--- config.mk ---
export PLATFORM = sky130hd
export DESIGN_NAME = bcd_encoder_seq
export DESIGN_NICKNAME = d
export VERILOG_FILES = /design/src/rtl/bcd_encoder_seq.sv
export SDC_FILE = /design/constraint.sdc
export NUM_CORES = 1
export LEC_CHECK = 0
export CORE_MARGIN = 2
export CORE_UTILIZATION = 49
export DETAILED_ROUTE_END_ITERATION = 8
export PLACE_DENSITY = 0.75
export SYNTH_ARGS = -nofsm -noshare
export SYNTH_HDL_FRONTEND = slang
export SYNTH_SLANG_ARGS = --single-unit
--- constraint.sdc ---
create_clock -name clk -period 1.5 [get_ports clk]
set_clock_uncertainty 0.1 [all_clocks]
set_input_delay 0.225 -clock clk [delete_from_list [all_inputs] [get_ports clk]]
set_output_delay 0.225 -clock clk [all_outputs]
set_load 0.05 [all_outputs]
--- src/rtl/bcd_encoder_seq.sv ---
// bcd_encoder_seq
//  Sequential binary-to-BCD converter using shift-add-3 (double dabble).
//  It converts a WIDTH-bit unsigned value into DIGITS packed BCD digits,
//  processing one input bit per clock. A start/busy/done handshake is used.
//  Results that need more than DIGITS digits are truncated to the correct
//  low digits, and overflow is raised.
//
// Ports
//  clk        in   1         system clock; all state changes on the rising edge
//  reset_n    in   1         asynchronous assert, active-low reset
//  start      in   1         request a conversion; sampled only while busy==0
//  binary_in  in   WIDTH     unsigned value, captured on the accepting edge
//  busy       out  1         conversion in progress
//  done       out  1         one-cycle pulse; bcd/overflow were just updated
//  bcd        out  4*DIGITS  packed BCD, units digit in [3:0]
//  overflow   out  1         value exceeded 10^DIGITS-1 (qualifies bcd)
module bcd_encoder_seq #(
  parameter int WIDTH  = 8,
  parameter int DIGITS = 3
) (
  input  logic                  clk,
  input  logic                  reset_n,
  input  logic                  start,
  input  logic [WIDTH-1:0]      binary_in,
  output logic                  busy,
  output logic                  done,
  output logic [4*DIGITS-1:0]   bcd,
  output logic                  overflow
);

  localparam int CW = $clog2(WIDTH + 1);

  typedef enum logic {IDLE, SHIFT} state_t;

  state_t                state_q,   state_d;
  logic [CW-1:0]         cnt_q,     cnt_d;
  logic [WIDTH-1:0]      shift_q,   shift_d;
  logic [4*DIGITS-1:0]   scratch_q, scratch_d;
  logic                  ovf_scr_q, ovf_scr_d;
  logic                  busy_q,    busy_d;
  logic                  done_q,    done_d;
  logic [4*DIGITS-1:0]   bcd_q,     bcd_d;
  logic                  overflow_q, overflow_d;

  // Scratch digits after the add-3 correction. Each digit is handled in parallel.
  logic [4*DIGITS-1:0]   adj_scratch;
  // Scratch value after this cycle's shift, and the bit shifted out of the top digit.
  logic [4*DIGITS-1:0]   next_scratch;
  logic                  carry_out;

  for (genvar gi = 0; gi < DIGITS; gi++) begin : g_digit_adj
    assign adj_scratch[4*gi +: 4] = (scratch_q[4*gi +: 4] >= 4'd5)
                                    ? scratch_q[4*gi +: 4] + 4'd3
                                    : scratch_q[4*gi +: 4];
  end

  assign next_scratch = {adj_scratch[4*DIGITS-2:0], shift_q[WIDTH-1]};
  assign carry_out    = adj_scratch[4*DIGITS-1];

  always_comb begin
    state_d    = state_q;
    cnt_d      = cnt_q;
    shift_d    = shift_q;
    scratch_d  = scratch_q;
    ovf_scr_d  = ovf_scr_q;
    busy_d     = busy_q;
    done_d     = 1'b0;
    bcd_d      = bcd_q;
    overflow_d = overflow_q;

    unique case (state_q)
      IDLE: begin
        if (start) begin
          shift_d   = binary_in;
          scratch_d = '0;
          ovf_scr_d = 1'b0;
          cnt_d     = CW'(WIDTH);
          busy_d    = 1'b1;
          state_d   = SHIFT;
        end
      end
      SHIFT: begin
        shift_d   = shift_q << 1;
        scratch_d = next_scratch;
        // A bit that leaves the top digit means the value needs more digits.
        ovf_scr_d = ovf_scr_q | carry_out;
        cnt_d     = cnt_q - CW'(1);
        if (cnt_q == CW'(1)) begin
          // Publish the result directly from this edge's shift and carry.
          bcd_d      = next_scratch;
          overflow_d = ovf_scr_q | carry_out;
          done_d     = 1'b1;
          busy_d     = 1'b0;
          state_d    = IDLE;
        end
      end
      default: state_d = IDLE;
    endcase
  end

  always_ff @(posedge clk or negedge reset_n) begin
    if (!reset_n) begin
      state_q    <= IDLE;
      cnt_q      <= '0;
      shift_q    <= '0;
      scratch_q  <= '0;
      ovf_scr_q  <= 1'b0;
      busy_q     <= 1'b0;
      done_q     <= 1'b0;
      bcd_q      <= '0;
      overflow_q <= 1'b0;
    end else begin
      state_q    <= state_d;
      cnt_q      <= cnt_d;
      shift_q    <= shift_d;
      scratch_q  <= scratch_d;
      ovf_scr_q  <= ovf_scr_d;
      busy_q     <= busy_d;
      done_q     <= done_d;
      bcd_q      <= bcd_d;
      overflow_q <= overflow_d;
    end
  end

  assign busy     = busy_q;
  assign done     = done_q;
  assign bcd      = bcd_q;
  assign overflow = overflow_q;

endmodule
# Yosys cells after proc, flatten, opt, wreduce, memory -nomap -nowiden
# Index checks and enable logic that the tools add are counted.
[totals] register_bits=41 input_bits=11 output_inout_bits=15 word_cells=42
[classes] n_addsub=4 order_cmp=3 eq_ne=3 mux=19 n_bitwise=2 reduce_logical=2
[ops] operator="one-hot mux 12 bit (2 select lines)" count=1
[ops] operator="2-to-1 mux 4 bit" count=4
[ops] operator="one-hot mux 8 bit (2 select lines)" count=1
[ops] operator="adder 4 x 2 -> 4 bit, second input constant" count=3
[ops] operator="greater-or-equal comparator 4 x 3 -> 1 bit, second input constant" count=3
[ops] operator="2-to-1 mux 12 bit" count=1
[ops] operator="2-to-1 mux 8 bit" count=1
[ops] operator="one-hot mux 4 bit (2 select lines)" count=1
[ops] operator="2-to-1 mux 1 bit" count=7
[ops] operator="one-hot mux 1 bit (2 select lines)" count=3
[ops] operator="== test 4 x 1 -> 1 bit, second input constant" count=1
[ops] operator="AND reduction 2 bit" count=2
[ops] operator="subtractor 4 x 1 -> 4 bit, second input constant" count=1
[ops] operator="!= test 2 x 1 -> 1 bit, second input constant" count=1
[ops] operator="!= test 2 bit, second input constant" count=1
[ops] operator="NOT 1 bit" count=1
[ops] operator="OR 1 bit" count=1

# Logic depth before layout (Yosys ltp)
[depth] word_depth=4 depth_mapped=7 ltp_nobuf=6

# Worst setup path before layout
# No wires, ideal clock.
[synth_timing] path_kind="reg-to-reg" startpoint="register scratch_q[0]" endpoint="register bcd_q[2], in the netlist bcd[2]" setup_ns=0.083 arrival_time_ns=1.404 t_required_ns=1.317 path_slack_ns=-0.086 path_stages_with_launch=7 n_path_buf=0 period_less_slack_ns=1.586 cell_sequence="dfrtp_1 > inv_1 > ha_1 > nand2b_1 > a21oi_1 > mux2_2 > o21ai_0"
[synth_via] elab_chain_cells=2 word_cells_on_any_way=3 classes_between="1 x add/sub; 1 x order compare; 1 x mux"
[synth_lines] element="start: declaration" line_no="38" source="logic [4*DIGITS-1:0] scratch_q, scratch_d;"
[synth_lines] element="start signal: assignment" line_no="116" source="scratch_q <= scratch_d;"
[synth_lines] element="adder 4 x 2 -> 4 bit or greater-or-equal comparator 4 x 3 -> 1 bit (tied branches)" line_no="53, 52"
[synth_lines] element="2-to-1 mux 4 bit *" line_no="53" source="? scratch_q[4*gi +: 4] + 4'd3"
[synth_lines] element="end signal: assignment" line_no="110" source="bcd_q <= '0;"
[synth_lines] element="end signal: assignment" line_no="120" source="bcd_q <= bcd_d;"
[synth_lines] element="end: declaration" line_no="42" source="logic [4*DIGITS-1:0] bcd_q, bcd_d;"
# Mark *: on every way between the ends. The rest lies on a longest branch, timed or not.
# A chain may end at the register's enable or synchronous reset.

# Worst setup path in the final report
[layout_timing] startpoint="register scratch_q[4]" endpoint="register bcd_q[6], in the netlist bcd[6]"
# The elaborated chain is that of the path after synthesis.

==> qor.csv <==
metric;value;unit
status;finished, violations left;
violations;negative setup slack;
leakage;1.34;nW
core_area;3940;um^2
max-cap-violations;0;
start_kind;register;
gp_congestion;0.806;
die_y;67.6;um
netlist_instances;183;
hold_viol;0;
ff2ff_setup_slack;-80;ps
ys_warn_count;0;
switching_share;41.0;%
cts_buffers;5;
ys_seq_area_share;51.8;%
io_pins;26;
wire_per_inst;15.6;um
min_path_type;reg -> reg;
grt_pass1_wl;7400;um
ir_drop;1440;uV
avgViaCountPerCell;5.22;
crit_arrival;1720;ps
hold_ws;398;ps
ant_nets;0;
p_int;4.14;mW
first_pass_iters;4;
drc;0;
fin_nets;256;
ys_types;30;
place_area;2570;um^2
row_count;23;
grt_pass1_vias;1566;
drtIter0Drc;99;
ys_ff_latch;41;
syn-cell-area;1980;um^2
dp_hpwl;2970;um
worst_slew_pin_slew;508;ps
grt_overflow;0;
slew_headroom;66.2;%
worst-path-stages;5;
netSwitchingPower;2.88;mW
avgSynthCellArea;10.8;um^2
required;1640;ps
initial_core_util;50.2;%
rr_worst_depth;5;
grt_max_degree;42;
worst-path-buf-inv;0;
worstSkewPairLatency;300;ps
layout-drive-gt1-share;38.0;%
drv_slew;0;
antenna_cells;0;
hold_depth;2;
cts_tree;yes;
nFillCells;257;
rsz0062_at_grt;yes;
seq_power_share;30.1;%
cts_max_level;2;
fin_crit_sh;105;%
critPathKind;reg -> reg;
clockPowerShare;10.5;%
vias;1497;
antenna_found_initial;0;
setup_violations;10;
critical_path.max_stage_delay;430;ps
grt_use_total;22.5;%
worst_slack;-76.6;ps
routed_wl;4480;um
die_area;4570;um^2
cts_buffer_depth;2;
clk_pin_slew;70;ps
worst_path_max_delay_cell;dfrtp_1;
crit_chain;ha_2 -> nand2b_4 -> a21oi_4 -> mux2i_2 -> mux2_4;
syn_nets;202;
io_buffers;25;
critPathMaxFanout;5;
cellPowerDensity;2430;nW/um^2
numClockSinks;41;
crit_path_end_kind;register;
syn2layout_area_growth;45.9;%
period_needed;1580;ps
pwr-share-comb;59.4;%
die_width;67.6;um
fin_area;2890;um^2
root_buffer;clkbuf_8;
cp_top_family;multiplexers;
max_freq;634;MHz
==> power by group through the flow <==
stage                     clock network (mW)  registers [mW]  logic [mW]
after floorplan                            0            2.44        1.60
after global placement                     0            2.00        3.33
after detailed placement                   0            2.04        3.50
after CTS                              0.750            2.08        3.95
after global routing                   0.799            2.17        4.48
final                                  0.736            2.11        4.17
==> cells by family (layout without fill, tap and decap cells) <==
| kind of cell | after synthesis | after routing | share of synthesized area (%) |
|---|---|---|---|
| AOI/OAI and AO/OA | 38 | 38 | 11.2 |
| xor gates and xnor gates | 5 | 5 | 2.21 |
| adders and majority gates | 8 | 8 | 5.05 |
| buffers and inverters | 19 | 73 | 4.93 |
| DFF | 41 | 41 | 51.8 |
| muxes | 23 | 23 | 12.8 |
| and+or+nand+nor | 49 | 49 | 12.1 |
==> per-layer routing <==
layer,global-route usage (%),routed length [um],vias up
met5,0,0,-
met1,26.3,1860,722
li1,-,-,728
met2,39.0,2350,37
met3,6.67,185,10
met4,7.91,85,0
==> flip-flops by register name, indices dropped and copies added (netlist names) <==
| name | flops |
|---|---|
| bcd | 12 |
| busy | 1 |
| cnt_q | 4 |
| done | 1 |
| overflow | 1 |
| ovf_scr_q | 1 |
| scratch_q | 12 |
| shift_q | 8 |
| state_q | 1 |
==> layout make-up <==
type / instances / area, um^2 / share of cell area (%)
Clock buffer: 7 / 86.3 / 2.99
Sequential cell: 41 / 1030 / 35.5
Timing Repair Buffer: 56 / 634 / 22.0
Tap cell: 50 / 62.6 / 2.17
Inverter: 10 / 42.5 / 1.47
Multi-Input combinational cell: 123 / 1040 / 35.9
==> synth_stat cells, drive strengths merged <==
master | number | area (um^2)
ha | 8 | 100
nor3b | 6 | 45.0
a22o | 1 | 8.76
mux2i | 17 | 170
nand4bb | 1 | 11.3
and2 | 1 | 6.26
dfrtp | 41 | 1030
clkbuf | 1 | 3.75
buf | 8 | 51.3
a21o | 5 | 40.0
inv | 9 | 38.8
nor2 | 3 | 11.3
mux2 | 6 | 82.6
clkinv | 1 | 3.75
xor2 | 1 | 8.76
nand2 | 27 | 101
a21oi | 10 | 57.6
xnor2 | 4 | 35.0
nor3 | 5 | 25.0
o21ai | 20 | 100
or2b | 1 | 7.51
nand2b | 5 | 31.3
o31ai | 2 | 15.0
==> cells in the final DEF (no fill, tap or decap), types with 2 or more instances in the layout <==
| cell type | count |
|---|---|
| inv_1 | 3 |
| nand2b_4 | 3 |
| a21oi_1 | 6 |
| nand2b_1 | 2 |
| a21o_2 | 2 |
| a21o_1 | 3 |
| clkdlybuf4s50_1 | 9 |
| buf_4 | 29 |
| o21ai_0 | 12 |
| o21ai_2 | 4 |
| mux2_4 | 5 |
| nand2_1 | 27 |
| xnor2_1 | 3 |
| nor2_1 | 3 |
| nor3b_1 | 4 |
| ha_4 | 5 |
| a21oi_4 | 3 |
| inv_2 | 5 |
| mux2i_1 | 15 |
| o31ai_1 | 2 |
| ha_2 | 2 |
| dfrtp_1 | 41 |
| buf_12 | 15 |
| nor3b_2 | 2 |
| clkbuf_8 | 6 |
| nor3_1 | 5 |
| o21ai_1 | 4 |
| mux2i_2 | 2 |
==> tightest hold or removal path, cell delays in order, from the launching register on <==
cell     delay (ps)
dfrtp_1         340
nand2_1          50
o21ai_0          70
==> metrics by stage <==
step | instances | TNS (ps) | total power, mW | util (%) | worst slack (ps)
finish | 287 | -334 | 7.02 | 73.3 | -76.6
global route | 287 | -932 | 7.45 | 73.3 | -121
CTS | 285 | -134 | 6.78 | 71.7 | -47.0
detailed placement | 272 | -944 | 5.54 | 65.1 | -124
global placement | 272 | -137 | 5.33 | 65.1 | -48.4
floorplan | 183 | 0 | 4.05 | - | 1.42
==> path summary, 6_finish.rpt <==
| check | from | endpoint |
|---|---|---|
| max | scratch_q[4] | bcd[6] |
| min | shift_q[0] | shift_q[1] |
| max reg2reg | scratch_q[4] | bcd[6] |
| min reg2reg | shift_q[0] | shift_q[1] |
| max in group asynchronous | reset_n | bcd[6] |
| min in group asynchronous | reset_n | scratch_q[11] |
==> repair_timing <==
action                                 in CTS  in global routing
setup buffers                               5                  2
setup endpoints to repair                  19                 20
endpoints found under the hold margin      41                  0
resized for setup                          27                 13
pin swaps                                   6                  2
hold buffers                                1                  0
Note: power is estimated with default switching activity, not from simulation.
